File: config.mk
export PLATFORM = sky130hd
export DESIGN_NAME = serv_bufreg_seq
export DESIGN_NICKNAME = d
export VERILOG_FILES = /design/src/rtl/serv_bufreg_seq.sv
export SDC_FILE = /design/constraint.sdc
export NUM_CORES = 1
export LEC_CHECK = 0
export BUFFER_PORTS_ARGS = -buffer_cell sky130_fd_sc_hd__clkbuf_2
export CORE_ASPECT_RATIO = 0.9
export CORE_MARGIN = 4
export CORE_UTILIZATION = 45
export DETAILED_ROUTE_END_ITERATION = 12
export PLACE_DENSITY_LB_ADDON = 0.2
export SLEW_MARGIN = 20
export SYNTH_ARGS = -nofsm -noshare
export SYNTH_HDL_FRONTEND = slang
export SYNTH_SLANG_ARGS = --single-unit
export TNS_END_PERCENT = 1
File: constraint.sdc
create_clock -name i_clk -period 1.3 [get_ports i_clk]
set_input_delay 0.26 -clock i_clk [delete_from_list [all_inputs] [get_ports i_clk]]
set_output_delay 0.26 -clock i_clk [all_outputs]
set_load 0.02 [all_outputs]
File: src/rtl/serv_bufreg_seq.sv
// Phase sequencer for the multi-bit-per-cycle buffer register: walks one operation through
// INIT, optional PRE/BUS, and RUN phases, and owns the word-cycle counter for that datapath.
module serv_bufreg_seq #(
   parameter int unsigned BITS_PER_CYCLE = 8,
   parameter int unsigned LB             = $clog2(BITS_PER_CYCLE)
) (
   input  logic          i_clk,
   input  logic          i_rst_n,
   input  logic          i_op_valid,
   output logic          o_op_ready,
   input  logic [1:0]    i_op_type,
   input  logic          i_right,
   input  logic [4:0]    i_shamt,
   output logic          o_cnt0,
   output logic          o_cnt1,
   output logic          o_en,
   output logic          o_init,
   output logic          o_shift_op,
   output logic          o_right_shift_op,
   output logic [LB:0]   o_shift_counter_lsb,
   output logic          o_rd_zero,
   output logic          o_dbus_cyc,
   input  logic          i_dbus_ack,
   output logic          o_done
);

   localparam int unsigned W  = 32 / BITS_PER_CYCLE;
   localparam int unsigned CW = 5 - LB;

   typedef enum logic [2:0] {StIdle, StInit, StBus, StPre, StRun} state_e;

   state_e          r_state;
   logic [CW-1:0]   r_cnt;
   logic [1:0]      r_type;
   logic            r_right;
   logic [4:0]      r_shamt;

   logic            w_last;
   logic [CW-1:0]   w_k;

   // W-1 is all ones in a CW-bit counter
   assign w_last = &r_cnt;
   assign w_k    = r_shamt[4:LB];

   always_ff @(posedge i_clk) begin
      if (!i_rst_n) begin
         r_state <= StIdle;
         r_cnt   <= '0;
         r_type  <= 2'b00;
         r_right <= 1'b0;
         r_shamt <= 5'd0;
      end else begin
         unique case (r_state)
            StIdle: begin
               if (i_op_valid) begin
                  r_state <= StInit;
                  r_cnt   <= '0;
                  r_type  <= (i_op_type == 2'b11) ? 2'b00 : i_op_type;
                  r_right <= i_right;
                  r_shamt <= i_shamt;
               end
            end
            StInit: begin
               r_cnt <= r_cnt + CW'(1);
               if (w_last) begin
                  case (r_type)
                     2'b01:   r_state <= StBus;
                     2'b10:   r_state <= (r_right && (w_k != '0)) ? StPre : StRun;
                     default: r_state <= StIdle;
                  endcase
               end
            end
            StBus: begin
               if (i_dbus_ack) r_state <= StIdle;
            end
            StPre: begin
               if (r_cnt == w_k - CW'(1)) begin
                  r_state <= StRun;
                  r_cnt   <= '0;
               end else begin
                  r_cnt <= r_cnt + CW'(1);
               end
            end
            StRun: begin
               r_cnt <= r_cnt + CW'(1);
               if (w_last) r_state <= StIdle;
            end
            default: r_state <= StIdle;
         endcase
      end
   end

   assign o_op_ready       = (r_state == StIdle);
   assign o_init           = (r_state == StInit);
   assign o_shift_op       = (r_state == StPre) || (r_state == StRun);
   assign o_en             = o_init || o_shift_op;
   assign o_cnt0           = (r_cnt == '0) && o_en;
   assign o_cnt1           = (r_cnt == CW'(1)) && o_en;
   assign o_right_shift_op = r_right;
   assign o_dbus_cyc       = (r_state == StBus);
   assign o_rd_zero        = (r_state == StRun) && !r_right && (r_cnt < w_k);
   assign o_done           = ((r_state == StInit) && w_last && (r_type == 2'b00)) ||
                             ((r_state == StBus) && i_dbus_ack) ||
                             ((r_state == StRun) && w_last);

   generate
      if (LB == 0) begin : g_no_lsb
         assign o_shift_counter_lsb = 1'b0;
      end else begin : g_lsb
         assign o_shift_counter_lsb = o_shift_op ? {1'b0, r_shamt[LB-1:0]} : '0;
      end
   endgenerate

endmodule

# Word-level counts from Yosys, hierarchy flattened
# Index checks and enable logic that the tools add are counted.
[word_totals] in_bits=12 word_cells=59 ff_bits=13 out_inout_bits=14
[op_classes] reduce_logical=24 n_addsub=2 eq_ne=14 muxes=13 magnitude_cmp=1
[op_table] operator="$mux 3" n=7
[op_table] operator="$pmux 3 s5" n=1
[op_table] operator="$logic_and 1x1->1" n=9
[op_table] operator="$eq 3x2->1 const B" n=2
[op_table] operator="$mux 2" n=3
[op_table] operator="$ne 2x2->1 const B" n=3
[op_table] operator="$pmux 2 s3" n=1
[op_table] operator="$pmux 3 s2" n=1
[op_table] operator="$reduce_and 2->1" n=3
[op_table] operator="$reduce_and 5->1" n=1
[op_table] operator="$eq 2x1->1 const B" n=2
[op_table] operator="$eq 2x2->1 const B" n=2
[op_table] operator="$logic_not 2->1" n=2
[op_table] operator="$logic_or 1x1->1" n=4
[op_table] operator="$ne 2x1->1 const B" n=2
[op_table] operator="$eq 3x1->1 const B" n=1
[op_table] operator="$eq 3x3->1 const B" n=1
[op_table] operator="$logic_not 3->1" n=1
[op_table] operator="$reduce_bool 3->1" n=1
[op_table] operator="$add 2x1->2 const B" n=1
[op_table] operator="$eq 2x2->1" n=1
[op_table] operator="$lt 2x2->1" n=1
[op_table] operator="$reduce_bool 2->1" n=1
[op_table] operator="$reduce_or 2->1" n=1
[op_table] operator="other kinds (2)" n=2

# Longest topological paths before layout
# Gate-level depths: netlist of run 1.
[depth] word_depth=6 depth_mapped=6 mapped_depth_nobuf=6

# Worst setup path after synthesis of run 1
# Ideal clock, no wire load.
[synth_path] path_kind="register -> output" from="reg r_state[1]" to="out o_rd_zero" setup_slack_ns=-0.736 arrival_ns=1.776 n_path_buf=1 required_ns=1.040 stages_incl_launch_ff=5 path_cell_list="dfxtp_1 buf_2 inv_1 nand3_1 a2111oi_0"
[synth_between] elab_chain_len=3
[synth_lines] item="from (decl)" line_no="32" rtl="state_e r_state;"
[synth_lines] item="from (signal assigned)" line_no="47" rtl="r_state <= StIdle;"
[synth_lines] item="from (signal assigned)" line_no="56" rtl="r_state <= StInit;"
[synth_lines] item="from (signal assigned)" line_no="67" rtl="2'b01: r_state <= StBus;"
[synth_lines] item="$eq 3x3->1" line_no="101" rtl="assign o_rd_zero = (r_state == StRun) && !r_right && (r_cnt < w_k);"
[synth_lines] item="$logic_and 1x1->1 (2 in a row)" line_no="101"
[synth_lines] item="to (decl)" line_no="21" rtl="output logic o_rd_zero,"
# Every way passes these cells.

# Worst setup path in the final report of run 1
[layout_path] from="reg r_state[0]" to="out o_rd_zero"
# The elaborated chain is that of the path after synthesis.

==> results.yml, run 1 <==
run_status:
  outcome: "complete, but fails checks"
  violations: "negative setup slack"
placed_design:
  post-place-ws_ns: -0.222
  dp_hpwl_mm: 1.92
  numPortBuffers: 24
  gp_congestion: 0.804
detailed_routing:
  drt_first_pass_iters: 4
  drt_iter0_markers: 7
  drc: 0
  wl_per_cell_um: 13.7
  num_vias: 971
  routed_wl_mm: 2.57
  final_antenna_net_count: 0
  viasPerCell: 5.16
worst_setup_path:
  critPathLaunch: "r_state[0]"
  r2r_start: "r_shamt[4]"
  path_cells: "inv_1, nand3_4, a2111oi_4, buf_4"
  max_stage_delay_ns: 0.37
  end_kind: "output port"
  crit_fanout: 5
  required_ns: 1.04
  setup.worst_path.start_class: "flip-flop"
  critPathSlowestCell: "dfxtp_4"
  critPathArrivalTime_ns: 1.47
  crit_type: "reg2out"
timing:
  setup_ws_ns: -0.426
  rsz0062_at_grt: "yes"
  min_period_ns: 1.73
  maxSlewViolCount: 0
  fin_worst_skew_ns: 0.00760
  finalSetupViolCount: 24
  max_freq_mhz: 579
  finalCritPeriodShare_pct: 133
  finalHoldViolCount: 0
synthesis:
  synthTopCellsByArea: "dfxtp_1 (29%), ha_1 (12%), nand2_1 (9.5%)"
  ys_seq_elements: 13
  yosysSeqAreaShare_pct: 28.7
  netlist_instances: 111
  ys_types: 35
  synth_warnings: 0
  yosys.area.top_type: "dfxtp_1"
  syn_area_um2: 907
  synth_nets: 132
  synth_top_area_share_pct: 28.7
  postSynthAreaPerCell_um2: 8.17
grt:
  antenna_found_initial: 0
  grt_use_total_pct: 20.5
  grt_pass1_wl_mm: 4.42
  grt_pass1_vias: 1024
  grt-ovfl-total: 0
  grt_start_max_net_pins: 16
clock_network:
  insertion_delay_ns: 0.29
  htree_levels: 1
  path_clk_slew_ns: 0.09
  cts_root_buf: "clkbuf_4"
  cts_sinks: 13
  cts_tree: "yes"
  holdBufCountCts: 0
  cts_buffer_depth: 2
  cts_made_buffers: 3
cells_and_area:
  synthToLayoutAreaGrowth_pct: 63.9
  diodes: 0
  final_nets: 185
  post_route_cells_drive_above_1_share_pct: 50.9
floorplanning:
  ios: 26
  die_area_um2: 2800
  die_h_um: 50.6
  initial_core_util_pct: 47.4
  core_um2: 1910
  num_rows: 15
  die_w_um: 55.3
pwr:
  power.density_nw_per_um2: 874
  vdd_drop_max_mv: 0.630
  finalPower_uw: 1300
  p_leak_uw: 0.000666
min_path:
  min_from: "i_shamt[4]"
  hp-class: "in2reg"
flow_run:
  max_cap_violations: 0
synthesized netlist by cell type (all sizes together):
cell / count
a2111oi: 1
a211oi: 1
a21boi: 9
a21oi: 2
a32o: 1
and2: 6
and3b: 1
buf: 5
clkbuf: 1
conb: 1
dfxtp: 13
ha: 9
inv: 9
mux2i: 2
nand2: 23
nand2b: 3
nand3: 1
nand3b: 2
nor2: 3
nor2b: 1
nor3: 3
nor4b: 2
o2111ai: 1
o211ai: 2
o21a: 2
o21ai: 1
o22ai: 2
o311ai: 1
o32ai: 1
or2b: 1
xnor2: 1
per-layer routing:
metal | vias to the layer above | routed length, um | global-route usage (%) | share of wire, %
met5 | - | 0 | 0 | 0
met4 | 0 | 104 | 14.2 | 4.0
met3 | 9 | 95 | 3.34 | 3.7
met2 | 22 | 1310 | 37.2 | 51
met1 | 460 | 1060 | 21.6 | 41
li1 | 480 | - | - | -
cell families (layout without fill, tap and decap cells):
group	Yosys count	count (layout)	synth area share [%]
AO/OA/AOI/OAI	24	24	21.0
other	1	1	0.413
flip-flops	13	13	28.7
AND/OR/NAND/NOR	46	46	26.5
buffers and inverters	15	67	7.86
adder cells (fa/ha/maj)	9	9	12.4
multiplexers	2	2	2.21
XOR/XNOR	1	1	0.966
cell type report:
class / instances / area [um^2]
clock buffers: 4 / 26.3
fillers: 139 / 428
inverters: 9 / 33.8
multi-input cells: 83 / 672
flip-flops and latches: 13 / 272
well taps: 25 / 31.3
repair buffers: 54 / 452
critical path, delay by kind of cell (launching register included):
| kind | cells | cell delay [ns] |
|---|---|---|
| flip-flops | 1 | 0.37 |
| AO/OA/AOI/OAI | 1 | 0.35 |
| AND/OR/NAND/NOR | 1 | 0.13 |
| buffers and inverters | 2 | 0.31 |
path summary, 6_finish.rpt:
check	to	slack, ns	cells after the start
hold / removal	r_shamt[4]	0.17	3
hold reg to reg	r_shamt[1]	0.46	2
setup / recovery	o_rd_zero	-0.43	4
setup reg to reg	r_state[2]	-0.34	7
power breakdown:
group,switching [uW],internal [uW]
sequential,34.3,437
clock,156,120
combinational,261,291
placed cells by master, fill, tap and decap left out, drive strengths merged, types with 2 or more instances in the layout:
cell type and instances:
o211ai 2, nor4b 2, clkbuf 19, o22ai 2, o21a 2, mux2i 2, nand2 23, a21boi 9
buf 39, inv 9, dfxtp 13, nand3b 2, a21oi 2, nor3 3, nor2 3, nand2b 3
ha 9, and2 6
stage by stage:
stage | TNS (ns) | utilization (%) | instances | hold WS (ns) | area [um^2]
floorplan | -1.70 | - | 111 | 0.395 | 982
global placement | -1.07 | 67.0 | 178 | 0.441 | 1280
detailed placement | -1.84 | 67.0 | 178 | 0.446 | 1280
CTS | -5.16 | 76.3 | 188 | 0.178 | 1460
global route | -7.35 | 77.6 | 188 | 0.171 | 1490
finish | -5.32 | 77.6 | 188 | 0.167 | 1490
registers in the layout, summed over array words and instances (netlist names):
register and flops:
o_right_shift_op 1, r_cnt 2, r_shamt 5, r_state 3
r_type 2
timing repair:
item / 4_1_cts / 5_1_grt
buffers inserted: 6 / 0
setup endpoints to repair: 19 / 25
gates resized for setup: 29 / 15
pin swaps: 8 / 3
No activity file was read; power rests on OpenSTA's default activity.
==> inputs of run 2 (changes only) <==
--- a/config.mk
+++ b/config.mk
@@ -8,7 +8,7 @@
 export BUFFER_PORTS_ARGS = -buffer_cell sky130_fd_sc_hd__clkbuf_2
 export CORE_ASPECT_RATIO = 0.9
 export CORE_MARGIN = 4
-export CORE_UTILIZATION = 45
+export CORE_UTILIZATION = 40
 export DETAILED_ROUTE_END_ITERATION = 12
 export PLACE_DENSITY_LB_ADDON = 0.2
 export SLEW_MARGIN = 20
==> run 2 against run 1 <==
The run still ends with negative setup slack left. Clock power is 5% lower. Register-to-register slack better by 0.07 ns. Count of clock-buffer cells in the layout stayed put. Sequential share of layout area is 0.15 points higher. Critical path type unchanged. Largest cell class unchanged. Largest power group unchanged.
==> results.yml, run 2 (synthesis gave the netlist of run 1 again) <==
run_status:
  outcome: "complete, but fails checks"
  violations: "negative setup slack"
worst_setup_path:
  critPathArrivalTime_ns: 1.42
  end_kind: "output port"
  crit_type: "reg2out"
  required_ns: 1.04
  setup.worst_path.start_class: "flip-flop"
  crit_fanout: 6
timing:
  finalCritPeriodShare_pct: 129
  fin_worst_skew_ns: 0.00323
  rsz0062_at_grt: "yes"
  finalSetupViolCount: 18
  finalHoldViolCount: 0
  setup_ws_ns: -0.383
  maxSlewViolCount: 0
  min_period_ns: 1.68
  max_freq_mhz: 594
  fin_hold_ws_ns: 0.181
  tns_ns: -4.33
grt:
  grt_use_total_pct: 17.0
  grt-ovfl-total: 0
  grt_pass1_vias: 904
  antenna_found_initial: 0
  grt_pass1_wl_mm: 3.94
  grt_start_max_net_pins: 16
cells_and_area:
  synthToLayoutAreaGrowth_pct: 65.5
  multi_input_area_um2: 731
  reg_top3: "r_shamt (5), r_state (3)"
  utilization_pct: 69.4
  diodes: 0
  post_route_cells_drive_above_1_share_pct: 56.3
  final_cell_mix: "buf_4 (23), nand2_1 (21), clkbuf_2 (12)"
  largest_reg_flops: 5
  top_register: "r_shamt"
  final_nets: 180
  final_common_cell: "buf_4"
  ff_latch_area_um2: 277
  fillCellCount: 168
placed_design:
  dp_hpwl_mm: 1.77
  gp_congestion: 0.872
  post-place-ws_ns: -0.211
  numPortBuffers: 24
detailed_routing:
  routed_wl_mm: 2.37
  final_antenna_net_count: 0
  viasPerCell: 4.93
  drc: 0
  drt_first_pass_iters: 4
  drt_iter0_markers: 20
  wl_per_cell_um: 12.8
  num_vias: 912
floorplanning:
  die_h_um: 53.2
  die_w_um: 58.2
  ios: 26
  num_rows: 16
  die_area_um2: 3090
  initial_core_util_pct: 42.0
  core_um2: 2160
clock_network:
  cts_sinks: 13
  path_clk_slew_ns: 0.08
  htree_levels: 1
  cts_root_buf: "clkbuf_4"
  insertion_delay_ns: 0.29
  cts_made_buffers: 3
  cts_tree: "yes"
  cts_buffer_depth: 2
pwr:
  p_leak_uw: 0.000642
  vdd_drop_max_mv: 0.863
  finalPower_uw: 1310
  power.density_nw_per_um2: 875
min_path:
  hp-class: "in2reg"
flow_run:
  max_cap_violations: 0
[run 2: cell count changes in the layout (fill, tap and decap cells not counted), sizes merged]
cell,delta
clkbuf,-1
buf,-4
[run 2: timing repair]
item / CTS / global route
buffers inserted: 1 / 0
pin swaps: 8 / 11
gates resized for setup: 29 / 33
hold buffers: 0 / 0
setup endpoints to repair: 19 / 25
[run 2: layout make-up]
class | instances | share of cell area [%]
Clock buffer | 4 | 1.75
Multi-Input combinational cell | 83 | 48.7
Inverter | 9 | 2.25
Sequential cell | 13 | 18.4
Tap cell | 27 | 2.25
Timing Repair Buffer | 49 | 26.7
[run 2: worst paths after layout]
| check | slack (ns) | from | to | cells after the start |
|---|---|---|---|---|
| min reg2reg | 0.46 | r_shamt[0] | r_shamt[0] | 2 |
| max reg2reg | -0.27 | r_shamt[4] | r_state[2] | 7 |
| max | -0.38 | r_state[0] | o_done | 6 |
| min | 0.18 | i_shamt[4] | r_shamt[4] | 3 |
[run 2: routing by layer]
layer,routed length [um],vias to the layer above,track usage [%]
met5,0,-,0
met4,24,0,5.79
met3,98,3,3.66
met2,1170,18,28.9
met1,1080,418,21.2
li1,-,473,-
[run 2: through the flow]
stage,instance area (um^2),cells
3_5_place_dp,1270,180
4_1_cts,1420,185
2_1_floorplan,982,111
3_3_place_gp,1270,180
6_report,1500,185
5_1_grt,1500,185
[run 2: critical path: stages (launching register included)]
cell and delay [ns]:
dfxtp_4 0.37, buf_6 0.11, nor2b_2 0.15, nand2_1 0.07, nand2_1 0.06, a32o_2 0.24
buf_6 0.13
[run 2: power breakdown]
group          switching, uW  internal, uW  total, uW
clock                    142           119        261
combinational            277           305        583
sequential              34.8           434        469
total                    454           859       1310
==> inputs of run 3 (changes only) <==
--- a/config.mk
+++ b/config.mk
@@ -5,7 +5,7 @@
 export SDC_FILE = /design/constraint.sdc
 export NUM_CORES = 1
 export LEC_CHECK = 0
-export BUFFER_PORTS_ARGS = -buffer_cell sky130_fd_sc_hd__clkbuf_2
+export BUFFER_PORTS_ARGS = -buffer_cell sky130_fd_sc_hd__buf_4
 export CORE_ASPECT_RATIO = 0.9
 export CORE_MARGIN = 4
 export CORE_UTILIZATION = 40
==> run 3 against run 2 <==
The flow still finishes with violations (negative setup slack). Combinational power shrank 2%. Clock skew about the same. Design area decreased by 1.9%. First-iteration DRC count down 10%. Register-to-register slack improved by 0.03 ns. Critical path type unchanged. Worst setup slack gained 0.035 ns. Clock power about the same. Maximum frequency rose by 2.1%. Largest cell class unchanged. Highest routed layer unchanged. Critical path depth did not move.
==> results.yml, run 3 (synthesis gave the netlist of run 1 again) <==
cells_and_area:
  final_nets: 181
  utilization_pct: 68.1
  instances_no_fill: 186
  top_register: "r_shamt"
  reg_top3: "r_shamt (5), r_state (3)"
  fin_area_um2: 1470
  synthToLayoutAreaGrowth_pct: 62.3
  diodes: 0
  post_route_cells_drive_above_1_share_pct: 52.2
  final_common_cell: "buf_4"
  largest_reg_flops: 5
  final_cell_mix: "buf_4 (39), nand2_1 (22), buf_6 (11)"
placed_design:
  gp_congestion: 0.832
  dp_cells: 179
  numPortBuffers: 24
  dp_hpwl_mm: 1.76
  post_dp_cell_area_um2: 1330
clock_network:
  cts_sinks: 13
  insertion_delay_ns: 0.28
  cts_root_buf: "clkbuf_4"
  cts_tree: "yes"
  cts_made_buffers: 3
  path_clk_slew_ns: 0.09
  htree_levels: 1
  cts_buffer_depth: 2
grt:
  busiest_layer: "met2"
  antenna_found_initial: 0
  grt_use_met1_pct: 20.2
  grt_pass1_wl_mm: 3.86
  grt_start_max_net_pins: 17
  grt-ovfl-total: 0
  use_met2_pct: 30.1
  grt_pass1_vias: 862
  use_met3_pct: 2.93
  grt_use_total_pct: 16.8
floorplanning:
  die_h_um: 53.2
  core_um2: 2160
  ios: 26
  die_area_um2: 3090
  die_w_um: 58.2
  num_rows: 16
  initial_core_util_pct: 42.0
run_status:
  violations: "negative setup slack"
  outcome: "complete, but fails checks"
timing:
  finalCritPeriodShare_pct: 127
  fin_worst_skew_ns: 0.00350
  fin_hold_ws_ns: 0.214
  max_freq_mhz: 607
  maxSlewViolCount: 0
  rsz0062_at_grt: "yes"
  min_period_ns: 1.65
  finalSetupViolCount: 19
  setup_ws_ns: -0.347
  finalHoldViolCount: 0
worst_setup_path:
  reg2reg_depth: 6
  end_kind: "output port"
  setup.worst_path.start_class: "flip-flop"
  critPathSlowestCell: "dfxtp_2"
  critPathArrivalTime_ns: 1.39
  reg2reg_to: "r_state[2]"
  max_stage_delay_ns: 0.35
  path_cells: "buf_6, nor2b_1, nand2_1, nand2_1, a32o_1, buf_6"
  reg2reg_slack_ns: -0.24
  required_ns: 1.04
  crit_type: "reg2out"
  r2r_start: "r_shamt[4]"
  crit_fanout: 6
min_path:
  hp-class: "in2reg"
  whs_path_depth: 3
  min_from: "i_shamt[4]"
  min_to: "r_shamt[4]"
detailed_routing:
  wl_per_cell_um: 12.4
  num_vias: 925
  final_antenna_net_count: 0
  drc: 0
  viasPerCell: 4.97
  drt_first_pass_iters: 4
  routed_wl_mm: 2.31
  drt_iter0_markers: 18
pwr:
  p_leak_uw: 0.000639
  power.density_nw_per_um2: 883
  finalPower_uw: 1300
  vdd_drop_max_mv: 0.818
flow_run:
  max_cap_violations: 0
run 3: cell types whose count changed in the layout (fill, tap and decap cells not counted), sizes merged:
| cell | delta |
|---|---|
| clkbuf | -14 |
| buf | +15 |
run 3: worst max-delay path by stage:
stage	start	endpoint	cells after the start	slack, ns
6_report	r_state[0]	o_done	6	-0.35
5_1_grt	r_state[0]	o_done	6	-0.40
4_1_cts	r_state[2]	o_shift_counter_lsb[2]	4	-0.36
3_5_place_dp	r_shamt[3]	r_state[2]	6	-0.22
3_3_place_gp	r_shamt[3]	r_state[2]	6	-0.15
2_1_floorplan	r_state[2]	o_shift_counter_lsb[0]	4	-0.14
run 3: critical path, delay by kind of cell, from the launching register on:
kind / cells / cell delay (ns)
and+or+nand+nor: 3 / 0.25
buffers and inverters: 2 / 0.25
DFF: 1 / 0.35
AOI/OAI and AO/OA: 1 / 0.25
run 3: repair_timing:
action,CTS,global route
gates resized for setup,30,1
pin swaps,9,3
endpoints found under the setup margin,19,25
hold buffers,0,0
setup buffers,3,0
run 3: cell type report:
type                            count  area, um^2
Sequential cell                    13         273
Timing Repair Buffer               50         417
Tap cell                           27        33.8
Multi-Input combinational cell     83         689
Clock buffer                        4        26.3
Inverter                            9        33.8
Fill cell                         188         689
run 3: metrics by stage:
stage	TNS [ns]	setup slack [ns]
after floorplan	-1.70	-0.144
after global placement	-1.23	-0.146
after detailed placement	-1.40	-0.218
after CTS	-4.04	-0.358
after global routing	-5.85	-0.399
final	-3.92	-0.347
run 3: where the power goes:
| group | internal [uW] | total, uW | switching, uW |
|---|---|---|---|
| combinational | 306 | 570 | 264 |
| clock | 119 | 260 | 141 |
| sequential | 436 | 470 | 33.9 |
| total | 861 | 1300 | 439 |
run 3: per-layer routing:
layer / vias up / part of all wire (%)
met3: 4 / 4.4
met4: 0 / 0.82
met1: 425 / 43
li1: 475 / -
met5: - / 0
met2: 21 / 52
